===== src/rtl/serializador_morse.sv =====
// Serialises one captured ASCII character onto a Morse key line with ITU timing
// (dot = 1 unit, dash = 3, element gap = 1, letter gap = 3, word space = 7).
module serializador_morse #(
    parameter int UNIT_CYCLES = 5
) (
    input  logic       CLK,
    input  logic       RST,
    input  logic [7:0] caracter,
    input  logic       cargar,
    output logic       morse,
    output logic       listo,
    output logic       fin,
    output logic       error
);

    localparam int CW = (UNIT_CYCLES > 1) ? $clog2(UNIT_CYCLES) : 1;
    localparam logic [CW-1:0] CICLO_MAX = CW'(UNIT_CYCLES - 1);

    typedef enum logic [2:0] {
        IDLE          = 3'd0,
        MARCA         = 3'd1,
        PAUSA_SIMBOLO = 3'd2,
        PAUSA_LETRA   = 3'd3,
        PALABRA       = 3'd4
    } estado_t;

    // Returns {valid, length, pattern}; pattern is left-aligned so element i is bit 4-i.
    function automatic logic [8:0] buscar(input logic [7:0] c);
        logic [7:0] u;
        logic [7:0] lp;
        logic       v;
        u  = ((c >= 8'h61) && (c <= 8'h7A)) ? (c - 8'h20) : c;
        v  = 1'b1;
        lp = 8'h00;
        case (u)
            8'h41: lp = 8'b010_00001;
            8'h42: lp = 8'b100_01000;
            8'h43: lp = 8'b100_01010;
            8'h44: lp = 8'b011_00100;
            8'h45: lp = 8'b001_00000;
            8'h46: lp = 8'b100_00010;
            8'h47: lp = 8'b011_00110;
            8'h48: lp = 8'b100_00000;
            8'h49: lp = 8'b010_00000;
            8'h4A: lp = 8'b100_00111;
            8'h4B: lp = 8'b011_00101;
            8'h4C: lp = 8'b100_00100;
            8'h4D: lp = 8'b010_00011;
            8'h4E: lp = 8'b010_00010;
            8'h4F: lp = 8'b011_00111;
            8'h50: lp = 8'b100_00110;
            8'h51: lp = 8'b100_01101;
            8'h52: lp = 8'b011_00010;
            8'h53: lp = 8'b011_00000;
            8'h54: lp = 8'b001_00001;
            8'h55: lp = 8'b011_00001;
            8'h56: lp = 8'b100_00001;
            8'h57: lp = 8'b011_00011;
            8'h58: lp = 8'b100_01001;
            8'h59: lp = 8'b100_01011;
            8'h5A: lp = 8'b100_01100;
            8'h30: lp = 8'b101_11111;
            8'h31: lp = 8'b101_01111;
            8'h32: lp = 8'b101_00111;
            8'h33: lp = 8'b101_00011;
            8'h34: lp = 8'b101_00001;
            8'h35: lp = 8'b101_00000;
            8'h36: lp = 8'b101_10000;
            8'h37: lp = 8'b101_11000;
            8'h38: lp = 8'b101_11100;
            8'h39: lp = 8'b101_11110;
            default: v = 1'b0;
        endcase
        return {v, lp[7:5], lp[4:0] << (3'd5 - lp[7:5])};
    endfunction

    estado_t       r_estado;
    estado_t       w_estado_sig;
    logic [CW-1:0] r_ciclo;
    logic [2:0]    r_unidad;
    logic [2:0]    r_elem;
    logic [2:0]    r_long;
    logic [4:0]    r_patron;
    logic          r_morse;
    logic          r_listo;
    logic          r_fin;
    logic          r_error;

    logic [8:0]    w_busqueda;
    logic          w_valido;
    logic          w_espacio;
    logic          w_acepta;
    logic          w_raya;
    logic [2:0]    w_dur;
    logic          w_fin_unidad;
    logic          w_fin_estado;
    logic          w_fin_sig;
    logic          w_err_sig;

    assign w_busqueda   = buscar(caracter);
    assign w_valido     = w_busqueda[8];
    assign w_espacio    = (caracter == 8'h20);
    assign w_acepta     = (r_estado == IDLE) && cargar;
    assign w_raya       = r_patron[3'd4 - r_elem];
    assign w_fin_unidad = (r_ciclo == CICLO_MAX);
    assign w_fin_estado = w_fin_unidad && (r_unidad == w_dur);

    // Duration of the current state, in units minus one.
    always_comb begin
        w_dur = 3'd0;
        case (r_estado)
            MARCA:         w_dur = w_raya ? 3'd2 : 3'd0;
            PAUSA_SIMBOLO: w_dur = 3'd0;
            PAUSA_LETRA:   w_dur = 3'd2;
            PALABRA:       w_dur = 3'd6;
            default:       w_dur = 3'd0;
        endcase
    end

    // Next-state logic plus the one-cycle fin/error requests.
    always_comb begin
        w_estado_sig = r_estado;
        w_fin_sig    = 1'b0;
        w_err_sig    = 1'b0;
        case (r_estado)
            IDLE: begin
                if (cargar) begin
                    if (w_valido) begin
                        w_estado_sig = MARCA;
                    end else if (w_espacio) begin
                        w_estado_sig = PALABRA;
                    end else begin
                        w_err_sig = 1'b1;
                    end
                end else begin
                    w_estado_sig = IDLE;
                end
            end
            MARCA: begin
                if (w_fin_estado) begin
                    if ((r_elem + 3'd1) < r_long) begin
                        w_estado_sig = PAUSA_SIMBOLO;
                    end else begin
                        w_estado_sig = PAUSA_LETRA;
                    end
                end else begin
                    w_estado_sig = MARCA;
                end
            end
            PAUSA_SIMBOLO: begin
                if (w_fin_estado) begin
                    w_estado_sig = MARCA;
                end else begin
                    w_estado_sig = PAUSA_SIMBOLO;
                end
            end
            PAUSA_LETRA, PALABRA: begin
                if (w_fin_estado) begin
                    w_estado_sig = IDLE;
                    w_fin_sig    = 1'b1;
                end else begin
                    w_estado_sig = r_estado;
                end
            end
            default: w_estado_sig = IDLE;
        endcase
    end

    // State register and registered outputs, driven from the next state.
    always_ff @(posedge CLK or negedge RST) begin
        if (!RST) begin
            r_estado <= IDLE;
            r_morse  <= 1'b0;
            r_listo  <= 1'b1;
            r_fin    <= 1'b0;
            r_error  <= 1'b0;
        end else begin
            r_estado <= w_estado_sig;
            r_morse  <= (w_estado_sig == MARCA);
            r_listo  <= (w_estado_sig == IDLE);
            r_fin    <= w_fin_sig;
            r_error  <= w_err_sig;
        end
    end

    // Cycle and unit counters restart on every state entry and stay cleared in IDLE.
    always_ff @(posedge CLK or negedge RST) begin
        if (!RST) begin
            r_ciclo  <= '0;
            r_unidad <= 3'd0;
        end else if ((w_estado_sig != r_estado) || (r_estado == IDLE)) begin
            r_ciclo  <= '0;
            r_unidad <= 3'd0;
        end else if (w_fin_unidad) begin
            r_ciclo  <= '0;
            r_unidad <= r_unidad + 3'd1;
        end else begin
            r_ciclo  <= r_ciclo + CW'(1);
            r_unidad <= r_unidad;
        end
    end

    // Character capture on accept; element index advances when a mark ends with more to come.
    always_ff @(posedge CLK or negedge RST) begin
        if (!RST) begin
            r_elem   <= 3'd0;
            r_long   <= 3'd0;
            r_patron <= 5'd0;
        end else if (w_acepta) begin
            r_elem   <= 3'd0;
            r_long   <= w_busqueda[7:5];
            r_patron <= w_busqueda[4:0];
        end else if ((r_estado == MARCA) && (w_estado_sig == PAUSA_SIMBOLO)) begin
            r_elem   <= r_elem + 3'd1;
        end else begin
            r_elem   <= r_elem;
        end
    end

    assign morse = r_morse;
    assign listo = r_listo;
    assign fin   = r_fin;
    assign error = r_error;

endmodule


===== config.mk =====
export PLATFORM = sky130hd
export DESIGN_NAME = serializador_morse
export DESIGN_NICKNAME = d
export VERILOG_FILES = /design/src/rtl/serializador_morse.sv
export SDC_FILE = /design/constraint.sdc
export NUM_CORES = 1
export LEC_CHECK = 0
export CORE_MARGIN = 2
export CORE_UTILIZATION = 60
export DETAILED_ROUTE_END_ITERATION = 6
export PLACE_DENSITY = 0.81
export RECOVER_POWER = 25
export SKIP_LAST_GASP = 1
export SYNTH_ARGS = -nofsm -noshare
export SYNTH_HDL_FRONTEND = slang
export SYNTH_SLANG_ARGS = --single-unit

===== constraint.sdc =====
create_clock -name CLK -period 3.6 [get_ports CLK]
set_input_delay 0.36 -clock CLK [delete_from_list [all_inputs] [get_ports CLK]]
set_output_delay 0.36 -clock CLK [all_outputs]
set_load 0.05 [all_outputs]

---- Yosys cells after proc, flatten, opt, wreduce, memory -nomap -nowiden ----
Index checks and enable logic that the tools add are counted.
word-level totals
  input port bits ......................... 11
  register bits after elaboration ......... 24
  output and inout port bits .............. 4
  word-level logic and storage cells ...... 105
operators by class
  equal/unequal tests ..................... 46
  add/sub/neg operators ................... 6
  order comparisons ....................... 4
  shift-type cells ........................ 1
  reductions and logical operators ........ 11
  multiplexer cells ....................... 27
operators with widths
  operator             number
  $pmux 8 s36          1
  $eq 8x7->1 const B   26
  $eq 8x6->1 const B   11
  $reduce_or 36->1     1
  $mux 3               11
  $pmux 3 s4           1
  $add 3x1->3 const B  3
  $eq 3x2->1 const B   3
  $mux 1               9
  $pmux 3 s3           1
  $ge 8x7->1 const B   1
  $le 8x7->1 const B   1
  $mux 8               1
  $sub 8x6->8 const B  1
  $eq 3x1->1 const B   2
  $eq 3x3->1 const B   2
  $logic_not 3->1      2
  $sub 3x3->3 const A  2
  $shl 5x3->5          1
  $logic_and 1x1->1    4
  $lt 3x4->1 const B   1
  $mux 2               2
  $reduce_bool 2->1    2
  $bmux 1 s3           1
  5 further kinds      5

---- Longest topological paths before layout ----
Gate-level depths: netlist of run 1.
  depth in word-level cells ............... 13
  mapped depth ............................ 10
  gate-level depth less buffers ........... 10

---- Worst setup path after synthesis of run 1 ----
Ideal clock, no wire load.
  path kind ............................... register -> register
  start ................................... register r_elem[0]
  end ..................................... register r_morse (netlist: morse)
  setup slack ............................. 1.183 ns
  stages on the path, launching flop included .. 10
  period minus slack after synthesis ...... 2.417 ns
  arrival time ............................ 2.283 ns
  setup time .............................. 0.134 ns
  required time ........................... 3.466 ns
  buffers on the path ..................... 0
  path through ............................ dfrtp_1 -> inv_1 -> ha_1 -> nor3b_1 -> mux2i_1 -> a21oi_1 -> mux2_4 -> o21a_4 -> a211o_1 -> nor3b_2
on the way
  longest elaborated chain between the ends .. 10
  elaborated cells on any way between the ends .. 15
  those cells by class .................... add/sub (2); order compare (1); eq/ne (2); mux (9); reduce/logical (1)
RTL lines
  item                            line  source
  start: declaration              81    logic [2:0] r_elem;
  start signal: assignment        214   r_elem <= r_elem + 3'd1;
  start signal: assignment        216   r_elem <= r_elem;
  $sub 3x3->3                     104   assign w_raya = r_patron[3'd4 - r_elem];
  $bmux 1 s3                      104
  $mux 1 (not written as such)    104
  $mux 2                          112   MARCA: w_dur = w_raya ? 3'd2 : 3'd0;
  $pmux 3 s3                      111   case (r_estado)
  $eq 3x3->1                      106   assign w_fin_estado = w_fin_unidad && (r_unidad == w_dur);
  $logic_and 1x1->1               106
  $mux 3 (tied with other cells)  158   if (w_fin_estado) begin
  $pmux 3 s4 (*)                  125   case (r_estado)
  named net w_estado_sig[0]       78    estado_t w_estado_sig;
  $eq 3x1->1 (*)                  179   r_morse <= (w_estado_sig == MARCA);
  end signal: assignment          179
  end: declaration                84    logic r_morse;
The timed path passes the listed nets; every way through them passes the cells marked *. The select of a mux whose other input is x is not followed.
A chain may end at the register's enable or synchronous reset.

---- Worst setup path in the final report of run 1 ----
  start ................................... input caracter[6]
  end ..................................... register r_patron[2]
on the way
  longest elaborated chain between the ends .. 7
  elaborated cells on any way between the ends .. 44
  those cells by class .................... add/sub (2); order compare (2); eq/ne (36); shift (1); mux (2); reduce/logical (1)
RTL lines
  item                                             line  source
  start: declaration                               8     input logic [7:0] caracter,
  $ge 8x7->1 / $le 8x7->1 (equally long branches)  32    u = ((c >= 8'h61) && (c <= 8'h7A)) ? (c - 8'h20) : c;
  $logic_and 1x1->1                                32
  $mux 8 (*)                                       32
  $eq 8x6->1 / $eq 8x7->1 (equally long branches)  35    case (u)
  $pmux 8 s36 (*)                                  35
  $sub 3x3->3                                      74    return {v, lp[7:5], lp[4:0] << (3'd5 - lp[7:5])};
  $shl 5x3->5 (*)                                  74
  end signal: assignment                           212   r_patron <= w_busqueda[4:0];
  end: declaration                                 83    logic [4:0] r_patron;
Every way passes the cells marked *; elsewhere a longest branch is shown, timed or not.

==> results of run 1 <==
## cell families after synthesis
kind of cell | count (synthesis) | share of synthesized area
buffers and inverters | 32 | 0.0573
muxes | 9 | 0.0515
DFF | 24 | 0.281
xor gates and xnor gates | 8 | 0.0328
and+or+nand+nor | 110 | 0.272
AOI/OAI and AO/OA | 71 | 0.253
adders and majority gates | 9 | 0.0527
## layout make-up
cell class / count / area (um2) / share of cell area
Inverter: 18 / 67.6 / 0.0288
Timing Repair Buffer: 19 / 178 / 0.0758
Tap cell: 46 / 57.6 / 0.0245
Clock buffer: 4 / 26.3 / 0.0112
Sequential cell: 24 / 602 / 0.257
Multi-Input combinational cell: 207 / 1410 / 0.603
## per-stage QoR
step / hold WS [ns] / std cells / instance area, um2 / setup WS, ns
after detailed placement: 0.466 / 314 / 2320 / 0.610
after floorplan: 0.0644 / 263 / 2140 / 1.18
final: 0.488 / 318 / 2340 / 0.846
after CTS: 0.494 / 318 / 2340 / 0.894
after global routing: 0.507 / 318 / 2340 / 0.670
after global placement: 0.467 / 314 / 2320 / 0.634
## cells in the mapped netlist (7+ instances only)
| library cell | n | area share |
|---|---|---|
| nor2_1 | 15 | 0.026 |
| nand2_1 | 30 | 0.053 |
| inv_1 | 17 | 0.030 |
| xor2_1 | 7 | 0.029 |
| o21ai_0 | 14 | 0.033 |
| nor3_1 | 7 | 0.016 |
| clkbuf_1 | 10 | 0.018 |
| a21oi_1 | 11 | 0.026 |
| ha_1 | 9 | 0.053 |
| nor2b_1 | 7 | 0.020 |
| nand3_1 | 19 | 0.044 |
| dfrtp_1 | 23 | 0.27 |
## worst paths after layout
check	start	end	slack [ns]	cells after the start
max in group asynchronous	RST	fin	2.28	1
max	caracter[6]	r_patron[2]	0.85	10
min in group asynchronous	RST	r_patron[1]	0.67	1
min reg2reg	r_ciclo[0]	r_ciclo[0]	0.49	1
min	r_ciclo[0]	r_ciclo[0]	0.49	1
max reg2reg	r_elem[0]	r_ciclo[0]	0.86	9
## state kept, by name, summed over array words and instances (netlist names)
name / count
error: 1
fin: 1
listo: 1
morse: 1
r_ciclo: 3
r_elem: 3
r_estado: 3
r_long: 3
r_patron: 5
r_unidad: 3
## per-layer routing
metal  global-route usage  vias up  share of wire
li1                     -      981              -
met1                0.383      924           0.47
met2                0.404       74           0.45
met3               0.0429        4          0.068
met4               0.0326        0         0.0047
met5                    0        -              0
## placed cells by master, fill, tap and decap left out, types with 9 or more instances in the layout
| cell type | count |
|---|---|
| nand2_1 | 30 |
| nor2_1 | 15 |
| dfrtp_1 | 23 |
| a21oi_1 | 11 |
| inv_1 | 17 |
| o21ai_0 | 14 |
| clkdlybuf4s50_1 | 13 |
| ha_1 | 9 |
| nand3_1 | 19 |
## report_power, final
part	internal [mW]	total (mW)	leakage, nW	switching (mW)
Clock	0.0433	0.120	0.0150	0.0764
Sequential	0.344	0.404	0.316	0.0601
Combinational	0.226	0.536	0.674	0.311
==> metrics.csv, run 1 <==
metric,value,unit
CTS resizes,0,
initial antenna violation count,0,
Final HPWL DP,3.71,mm
CP max stage delay,0.58,ns
Final Slew Violations,0,
RD Place Congestion,0.982,
Total GRT Usage,0.258,
Critical Path AT,2.98,ns
Die Ht,63.7,um
Post-CTS Hold Fix Bufs,0,
number of enable flip-flop cells after synthesis,0,
first-pass GRT wire length,8.41,mm
WP buf/inv,2,
Max IR drop VDD,0.535,mV
"Seq/Total Area, Yosys",0.281,
Critical Path Source Type,input pin,
drt drc,0,
final net count,293,
Main synth FF type,dfrtp_1,
vias in the first global route,1784,
1st-iter DRT viols,127,
antenna cells,0,
Initial Util,0.631,
Syn Inst Count,263,
CTS Buf Count,3,
RSZ-0062 raised after global routing,false,
Final Hold Viols,0,
Longest Clk Path Bufs,2,
Synth Cell Area,0.00214,mm2
Slew HR,0.286,
Yosys warnings,0,
worst min-delay path category,flip-flop to flip-flop,
CP Cell Sequence,"clkdlybuf4s50_1, inv_1, ha_1, nor4b_1, o221ai_2, nand2_2, a32oi_1, a31o_2, a2bb2oi_1, o31ai_1",
Synth Register Bits,24,
Root Buffer,clkbuf_4,
num rows,21,
clk slew on worst S/H paths,0.13,ns
Filler cells,280,
total negative slack,0,ns
final core occ,0.692,
slowest cell on the critical path,clkdlybuf4s50_1,
total I/O pin count,15,
"Clk Latency, worst-skew pair",0.31,ns
Die Footprint,0.00406,mm2
Top delay family on crit path,compound AO/OA/AOI/OAI gates,
fmax,363,MHz
Final Cycle Share,0.765,
number of max-cap violations,0,
Mapped Avg Cell Area,8.13,um2
P_leak,1.00,nW
total iterations of the first detailed-routing run,4,
largest net degree at the start of global routing,25,
Worst EP required,3.83,ns
Worst Clk Skew,0.0109,ns
Post-CTS Setup Bufs,0,
Sink Count,24,
CTS tree,built,
Final ANT Viol Nets,0,
Worst Setup Path Type,input pin to flip-flop,
Synth cell types,65,
vias post-DR,1983,
"Max FO, Critical Path",8,
Layout Area Growth over Synthesis,9.65,%
Crit. End Element,flip-flop,
share of cells above drive strength 1,0.114,
I/O Buffers,14,
DR WL/cell,15.5,um
drt total wl,4.94,mm
total nets after synthesis,283,
vias per cell,6.24,
clock period minus worst slack,2.75,ns
# setup viols final,0,
CORE AREA,0.00339,mm2
Tot Pwr,1.06,mW
"Async S/R FF share, synth",1.00,
status,completed,
H-tree levels,1,
Die Span X,63.7,um
Pwr per Cell Area,452,mW/mm2
GR Overflow Total,0,
Worst Tran Pin Value,1.07,ns
(Power assumes the default switching activity.)
==> run 2, diff against run 1 <==
--- a/config.mk
+++ b/config.mk
@@ -6,9 +6,9 @@
 export NUM_CORES = 1
 export LEC_CHECK = 0
 export CORE_MARGIN = 2
-export CORE_UTILIZATION = 60
+export CORE_UTILIZATION = 59
 export DETAILED_ROUTE_END_ITERATION = 6
-export PLACE_DENSITY = 0.81
+export PLACE_DENSITY = 0.8
 export RECOVER_POWER = 25
 export SKIP_LAST_GASP = 1
 export SYNTH_ARGS = -nofsm -noshare
==> constraint.sdc (replaced) <==
create_clock -name CLK -period 2.8 [get_ports CLK]
set_input_delay 0.28 -clock CLK [delete_from_list [all_inputs] [get_ports CLK]]
set_output_delay 0.28 -clock CLK [all_outputs]
set_load 0.05 [all_outputs]
==> run 2 against run 1 <==
Combinational power rose by 36%. Utilization up 1.6 points. Final area increased by 3.0%. Die area is 1.6% higher. Hold slack gained 0.0065 ns. Worst setup slack lost 0.65 ns. First-iteration DRC count increased by 91%. Critical path type is now flip-flop to flip-flop. Largest cell class unchanged.
==> metrics.csv, run 2 (synthesis results as in run 1) <==
metric,value,unit,change
vias in the first global route,1864,,+4.5%
Crit. End Element,flip-flop,,
drt drc,0,,unchanged
vias per cell,6.17,,-1.0%
1st-iter DRT viols,242,,+91%
Biggest register,r_patron,,
Root Buffer,clkbuf_4,,
total negative slack,0,ns,unchanged
CORE AREA,0.00342,mm2,+0.78%
Filler cells,277,,-1.1%
first-pass GRT wire length,8.65,mm,+2.8%
Final Cycle Share,0.931,,
Die Footprint,0.00412,mm2,+1.6%
Die Span X,64.2,um,+0.79%
largest net degree at the start of global routing,25,,unchanged
final net count,303,,+3.4%
"Cell Count, Final, Fillers Out",328,,+3.1%
Worst Tran Pin Value,1.25,ns,+0.187 ns
initial antenna violation count,0,,unchanged
"most common cell after layout, fill and taps aside",nand2_1,,
antenna cells,0,,unchanged
worst min-delay path category,flip-flop to flip-flop,,
Longest Clk Path Bufs,2,,unchanged
DR WL/cell,15.3,um,-1.4%
share of cells above drive strength 1,0.142,,+0.0279
Pwr per Cell Area,577,mW/mm2,+28%
drt total wl,5.03,mm,+1.7%
RD Place Congestion,0.902,,-8.2%
total iterations of the first detailed-routing run,5,,+1
Layout Area Growth over Synthesis,13.0,%,
Total GRT Usage,0.262,,+0.00362
"commonest cells after routing, fill and taps aside","nand2_1 (30), dfrtp_1 (23), nand3_1 (19), inv_1 (17), nor2_1 (15)",,
fmax,383,MHz,
Final Hold Viols,0,,unchanged
Post-CTS Hold Fix Bufs,0,,unchanged
vias post-DR,2025,,+2.1%
Tot Pwr,1.39,mW,+31%
Final HPWL DP,3.86,mm,+3.9%
I/O Buffers,14,,unchanged
max reg flops,5,,unchanged
number of max-cap violations,0,,unchanged
Critical Path AT,2.80,ns,-0.18 ns
total I/O pin count,15,,unchanged
Worst EP required,2.99,ns,-0.84 ns
Initial Util,0.626,,-0.00485
Sink Count,24,,unchanged
Post-Place Cells,324,,+3.2%
CTS tree,built,,
status,completed,,
P_leak,1.05,nW,+4.6%
CTS Buf Count,3,,unchanged
RSZ-0062 raised after global routing,false,,
Final ANT Viol Nets,0,,unchanged
Max IR drop VDD,0.571,mV,+6.7%
num rows,21,,unchanged
CTS resizes,0,,unchanged
H-tree levels,1,,unchanged
"Clk Latency, worst-skew pair",0.32,ns,about the same
Worst Setup Path Type,flip-flop to flip-flop,,
Worst Clk Skew,0.0125,ns,+0.00160 ns
Final Slew Violations,0,,unchanged
Critical Path Source Type,flip-flop,,
Slew HR,0.164,,-0.122
"Max FO, Critical Path",4,,-4
Post-CTS Setup Bufs,0,,unchanged
clk slew on worst S/H paths,0.13,ns,about the same
clock period minus worst slack,2.61,ns,
# setup viols final,0,,unchanged
Die Ht,64.2,um,+0.79%
GR Overflow Total,0,,unchanged
## run 2: changes by cell type in the layout (fill, tap and decap cells not counted)
cell,change
buf_4,+9
clkbuf_1,+1
## run 2: through the flow
| stage | setup slack [ns] | hold WS, ns | instance area [um2] | util |
|---|---|---|---|---|
| after global routing | 0.0297 | 0.521 | 2420 | 0.707 |
| after floorplan | 0.383 | -0.0156 | 2140 | - |
| after global placement | 0.137 | 0.464 | 2390 | 0.701 |
| final | 0.192 | 0.495 | 2420 | 0.707 |
| after detailed placement | 0.00865 | 0.477 | 2390 | 0.701 |
| after CTS | 0.193 | 0.318 | 2420 | 0.708 |
## run 2: path summary, 6_finish.rpt
path | from | end | slack (ns) | cells after the start
worst max-delay path | r_elem[1] | morse | 0.19 | 9
worst min-delay path | r_ciclo[0] | r_ciclo[0] | 0.49 | 1
worst max register to register | r_elem[1] | morse | 0.19 | 9
worst min register to register | r_ciclo[0] | r_ciclo[0] | 0.49 | 1
max in group asynchronous | RST | r_estado[1] | 1.31 | 2
min in group asynchronous | RST | r_patron[0] | 0.74 | 2
## run 2: final cells by class
class / count / area [um2] / share of cell area
Clock buffer: 4 / 26.3 / 0.0109
Inverter: 18 / 67.6 / 0.0280
Multi-Input combinational cell: 207 / 1410 / 0.585
Sequential cell: 24 / 602 / 0.249
Tap cell: 46 / 57.6 / 0.0238
Timing Repair Buffer: 29 / 249 / 0.103
## run 2: power by group
part,internal (mW),switching [mW],total [mW]
combinational,0.308,0.419,0.727
clock,0.0557,0.101,0.156
sequential,0.442,0.0683,0.511
total,0.806,0.588,1.39
## run 2: layer usage
metal	routed length (um)	up-vias	global-route usage
met4	32	0	0.0532
li1	-	1005	-
met5	0	-	0
met3	273	8	0.0475
met1	2420	929	0.379
met2	2300	83	0.409
## run 2: critical path, cell delays in order (launching register included)
cell and delay (ns):
dfrtp_1 0.40, inv_1 0.06, ha_1 0.35, mux4_2 0.33
mux2i_1 0.18, a21oi_1 0.14, mux2_4 0.33, o21a_4 0.22
a211o_1 0.30, nor3b_2 0.17
